## config.mk

```make
export PLATFORM = sky130hd
export DESIGN_NAME = reg_dump_reader
export DESIGN_NICKNAME = d
export VERILOG_FILES = /design/src/rtl/reg_dump_reader.sv
export SDC_FILE = /design/constraint.sdc
export NUM_CORES = 1
export LEC_CHECK = 0
export ABC_AREA = 0
export CORE_MARGIN = 2
export CORE_UTILIZATION = 35
export DETAILED_ROUTE_END_ITERATION = 10
export PLACE_DENSITY = 0.64
export SLEW_MARGIN = 20
export SYNTH_ARGS = -nofsm -noshare
export SYNTH_HDL_FRONTEND = slang
export SYNTH_SLANG_ARGS = --single-unit
```

## constraint.sdc

```tcl
create_clock -name clk -period 2.7 [get_ports clk]
set_input_delay 0.81 -clock clk [delete_from_list [all_inputs] [get_ports clk]]
set_output_delay 0.81 -clock clk [all_outputs]
set_load 0.05 [all_outputs]
```

## src/rtl/reg_dump_reader.sv

```systemverilog
// Register-file read-back engine: walks registers FIRST..LAST through one read
// port and streams each word with its index over valid/ready, freezing writes meanwhile.
module reg_dump_reader #(
   parameter int ADDR_W = 5,
   parameter int DATA_W = 32,
   parameter int FIRST  = 0,
   parameter int LAST   = 31
) (
   input  logic              clk,
   input  logic              reset,
   input  logic              start,
   input  logic              abort,
   output logic [ADDR_W-1:0] rf_addr,
   input  logic [DATA_W-1:0] rf_data,
   output logic              out_valid,
   input  logic              out_ready,
   output logic [DATA_W-1:0] out_data,
   output logic [ADDR_W-1:0] out_index,
   output logic              busy,
   output logic              freeze,
   output logic              done
);

   localparam logic [ADDR_W-1:0] FIRST_A = ADDR_W'(FIRST);
   localparam logic [ADDR_W-1:0] LAST_A  = ADDR_W'(LAST);

   typedef enum logic [1:0] {IDLE, READ, SEND, DONE} state_t;

   state_t            state, state_nxt;
   logic [ADDR_W-1:0] addr, addr_nxt;
   logic              valid_nxt;
   logic              capture;
   logic              hs;

   assign hs = out_valid & out_ready;

   always_ff @(posedge clk or negedge reset) begin
      if (!reset) state <= IDLE;
      else        state <= state_nxt;
   end

   always_comb begin
      state_nxt = state;
      addr_nxt  = addr;
      valid_nxt = out_valid;
      capture   = 1'b0;
      case (state)
         IDLE: begin
            if (start && !abort) begin
               state_nxt = READ;
               addr_nxt  = FIRST_A;
            end
         end
         READ: begin
            state_nxt = SEND;
            valid_nxt = 1'b1;
            capture   = 1'b1;
         end
         SEND: begin
            if (hs) begin
               valid_nxt = 1'b0;
               if (addr == LAST_A) begin
                  state_nxt = DONE;
               end else begin
                  state_nxt = READ;
                  addr_nxt  = addr + ADDR_W'(1);
               end
            end
         end
         DONE:    state_nxt = IDLE;
         default: state_nxt = IDLE;
      endcase
      // abort beats everything, including a handshake landing on the same edge
      if (abort && state != IDLE) begin
         state_nxt = IDLE;
         valid_nxt = 1'b0;
         capture   = 1'b0;
         addr_nxt  = addr;
      end
   end

   always_ff @(posedge clk or negedge reset) begin
      if (!reset) begin
         addr      <= FIRST_A;
         out_valid <= 1'b0;
         out_data  <= '0;
         out_index <= '0;
      end else begin
         addr      <= addr_nxt;
         out_valid <= valid_nxt;
         if (capture) begin
            out_data  <= rf_data;
            out_index <= addr;
         end
      end
   end

   assign rf_addr = addr;
   assign busy    = (state != IDLE);
   assign freeze  = busy;
   assign done    = (state == DONE);

endmodule

```

==> metrics.md <==
| Metric | Value |
|---|---|
| Largest net degree at the start of global routing | 24 |
| Final WS setup | 83.3 ps |
| Number of remaining DRC errors | 0 |
| Post-CTS setup buffers | 0 |
| Power Density | about 930 nW/um^2 |
| Post-CTS Hold Buffers | 0 |
| # H-tree levels | 2 |
| Achievable Freq | between 0.3 and 0.4 GHz |
| Later-pin clock latency in the skew report | 290 ps |
| Number of global-route vias before repair | 1363 |
| Status | finished clean |
| Worst reg2reg path depth | 6 |
| Antenna-violating nets left | 0 |
| Critical Path End Type | output pin |
| Max-slew violations | 0 |
| Worst EP required | 1890 ps |
| # Max-Cap Violations | 0 |
| Post-synthesis cell count | 123 |
| Hold crit path type | input port to asynchronous set/reset pin |
| Clock Skew | 2.43 ps |
| Core Area | about 5500 um^2 |
| Synth Area in Compound Gates | under 10% |
| Post-route cell area | 3010 um^2 |
| GR Util All Layers | 14.1% |
| Initial antenna violation count | 0 |
| Sw Pwr | 1.13 mW |
| Max VDD drop | 0.000475 V |
| Die ar. | 6390 um^2 |
| Initial Util | 36.4% |
| P&R area growth vs syn | 49.0% |
| Die width | 79.9 um |
| Post-Synth Simple-Gate Area | roughly 7.6% |
| Tightest Pin Transition | between 500 and 600 ps |
| Drt wl/cell | ~15 um |
| Final WL | about 4400 um |
| RSZ-0062 raised after global routing | false |
| Register area share after synthesis | between 50% and 60% |
| CTS tree | built |
| Slew headroom | 64.7% |
| Dpl cell area | 2900 um^2 |
| Synth warn | 0 |
| Global-route wire length before repair | 7060 um |
| CTS resizes | 0 |
| Clock power frac | ~17% |
| Post-synthesis xor/xnor area fraction | 0% |
| Congestion Overflow GR | 0 |
| Share of cells above drive strength 1 | between 20% and 30% |
| Tmin final | 2620 ps |
| TritonCTS buffer count | 5 |
| Distinct cells, synth | 31 |
| LEAKAGE | 1.33 nW |
| IO buf count | approximately 80 |
| Synth Net Count | roughly 160 |
| Final nets | 250 |
| I/O pin total | 83 |
| Post-Place Worst Slack | 399 ps |
| Crit start category | register |
| Flop pwr share | around a third |
| Reg2Reg Setup Slack | 930 ps |
| Sw Share | 40.3% |
| Clk sinks | 45 |
| DR iter-0 viols | 53 |
| Vias | 1312 |
| Final Cycle Share | 96.9% |
| Post-synthesis cell area | 2020 um^2 |
| Die outline height | between 70 and 80 um |
| R2r startpoint | rf_addr[0]$_DFFE_PN0P_ |
| Worst Path Arrival | approximately 1800 ps |
| Avg Inst Size Synth | 16.4 um^2 |
| Hold Fails Final Rpt | 0 |
| Tot Pwr | 2.80 mW |
| Worst R2R End | rf_addr[2]$_DFFE_PN0P_ |
| Final setup viols | 0 |
| Antenna cells | 0 |
| Detailed Place HPWL | 3250 um |
| CTS max path bufs | 2 |
| Mux share of post-synthesis cell area | 27.3% |
| Routability cong. | 0.858 |
| Clock Root Buffer | clkbuf_8 |
| Crit Path Max Fanout | 8 |
| Rows | 27 |
| P_int | 1.67 mW |
| Vias/cell | 4.64 |
| Detailed Routing Iterations Pass 1 | 4 |
| Setup_tns | 0 ps |
| Largest family of logic cells by synthesized area | multiplexers |
| Worst-path clk slew | 80 ps |
| Synth Area in Adders | 1.24% |
| Worst Path Class, Setup | register to output pin |
| Synth Register Bits | 45 |
| Combinational Power Share | 48.5% |
==> registers in the layout, summed over array words and instances (netlist names) <==
signal,cells
rf_addr,5
out_valid,1
out_data,32
state,2
out_index,5
==> power groups by stage <==
| stage | registers (mW) | logic (mW) | clock network, mW |
|---|---|---|---|
| detailed placement | 0.973 | 1.36 | 0 |
| global placement | 0.960 | 1.36 | 0 |
| finish | 0.957 | 1.36 | 0.484 |
| floorplan | 1.56 | 0.302 | 0 |
| CTS | 0.960 | 1.37 | 0.507 |
| global route | 0.981 | 1.41 | 0.542 |
==> per-layer routing <==
layer	vias to the layer above	routed length, um	GRT usage, %
met5	-	0	0
met4	0	27	2.54
met3	3	323	3.85
met2	54	2020	20.8
met1	645	2000	21.1
li1	610	-	-
==> final cells by class <==
| cell class | count | area [um^2] |
|---|---|---|
| multi-input cells | 71 | 813 |
| fillers | 466 | 2530 |
| clock buffers | 5 | 68.8 |
| clock inverters | 2 | 35.0 |
| repair buffers | 85 | 863 |
| flip-flops and latches | 45 | 1130 |
| inverters | 3 | 11.3 |
| well taps | 72 | 90.1 |
==> synthesized netlist by cell type <==
cell type	n	share of area (%)
dfrtp_1	45	56
mux2_4	30	22
mux2_2	8	4.5
buf_12	3	3.0
inv_1	3	0.56
a22o_1	2	0.87
and3_1	2	0.62
ha_1	2	1.2
nand2_1	2	0.37
nand2b_1	2	0.62
nor3_1	2	0.50
o211ai_1	2	0.74
o21ai_0	2	0.50
a21boi_0	1	0.37
a21oi_1	1	0.25
a2bb2oi_1	1	0.43
and2_2	1	0.37
and2b_2	1	0.43
buf_4	1	0.37
mux2i_1	1	0.50
nand2b_4	1	0.68
nand3_1	1	0.25
nand3b_4	1	0.99
nand4b_1	1	0.43
nor2_1	1	0.19
nor2_8	1	0.99
nor2b_1	1	0.31
o211ai_2	1	0.62
o21a_1	1	0.37
or2_2	1	0.31
or4_4	1	0.56
==> metrics by stage <==
stage	instances	utilization (%)	hold slack (ps)
finish	283	54.3	486
global route	283	54.3	512
CTS	283	54.3	491
detailed placement	276	52.4	493
global placement	276	52.4	493
floorplan	123	-	514
==> cells by family (layout without fill, tap and decap cells) <==
logic type / Yosys count / in the layout
AND/OR/NAND/NOR: 19 / 19
AO/OA/AOI/OAI: 11 / 11
adder cells (fa/ha/maj): 2 / 2
flip-flops: 45 / 45
buffers and inverters: 7 / 95
multiplexers: 39 / 39
==> critical path, cell delays in order (launching register included) <==
cell	delay, ps
dfrtp_1	490
or2_2	330
clkdlybuf4s50_1	710
==> worst max-delay path by stage <==
stage | depth (start not counted) | to | slack [ps] | startpoint
final | 2 | freeze | 80 | state[0]$_DFFE_PN0P_
after global routing | 2 | busy | 10 | state[0]$_DFFE_PN0P_
after CTS | 2 | freeze | 70 | state[0]$_DFFE_PN0P_
after detailed placement | 2 | freeze | 400 | state[0]$_DFFE_PN0P_
after global placement | 2 | freeze | 430 | state[0]$_DFFE_PN0P_
after floorplan | 6 | rf_addr[2]$_DFFE_PN0P_ | 780 | rf_addr[0]$_DFFE_PN0P_
==> placed cells by master, fill, tap and decap left out, types with 2 or more instances in the layout <==
master,netlist,layout
clkdlybuf4s50_1,0,81
a22o_1,2,2
o211ai_1,2,2
nand2_1,2,2
o21ai_0,2,2
mux2_4,30,30
nor3_1,2,2
and3_1,2,2
buf_12,3,2
clkbuf_8,0,5
ha_1,2,2
inv_1,3,3
nand2b_1,2,2
mux2_2,8,8
dfrtp_1,45,45
Power figures use the tool's default switching activity.
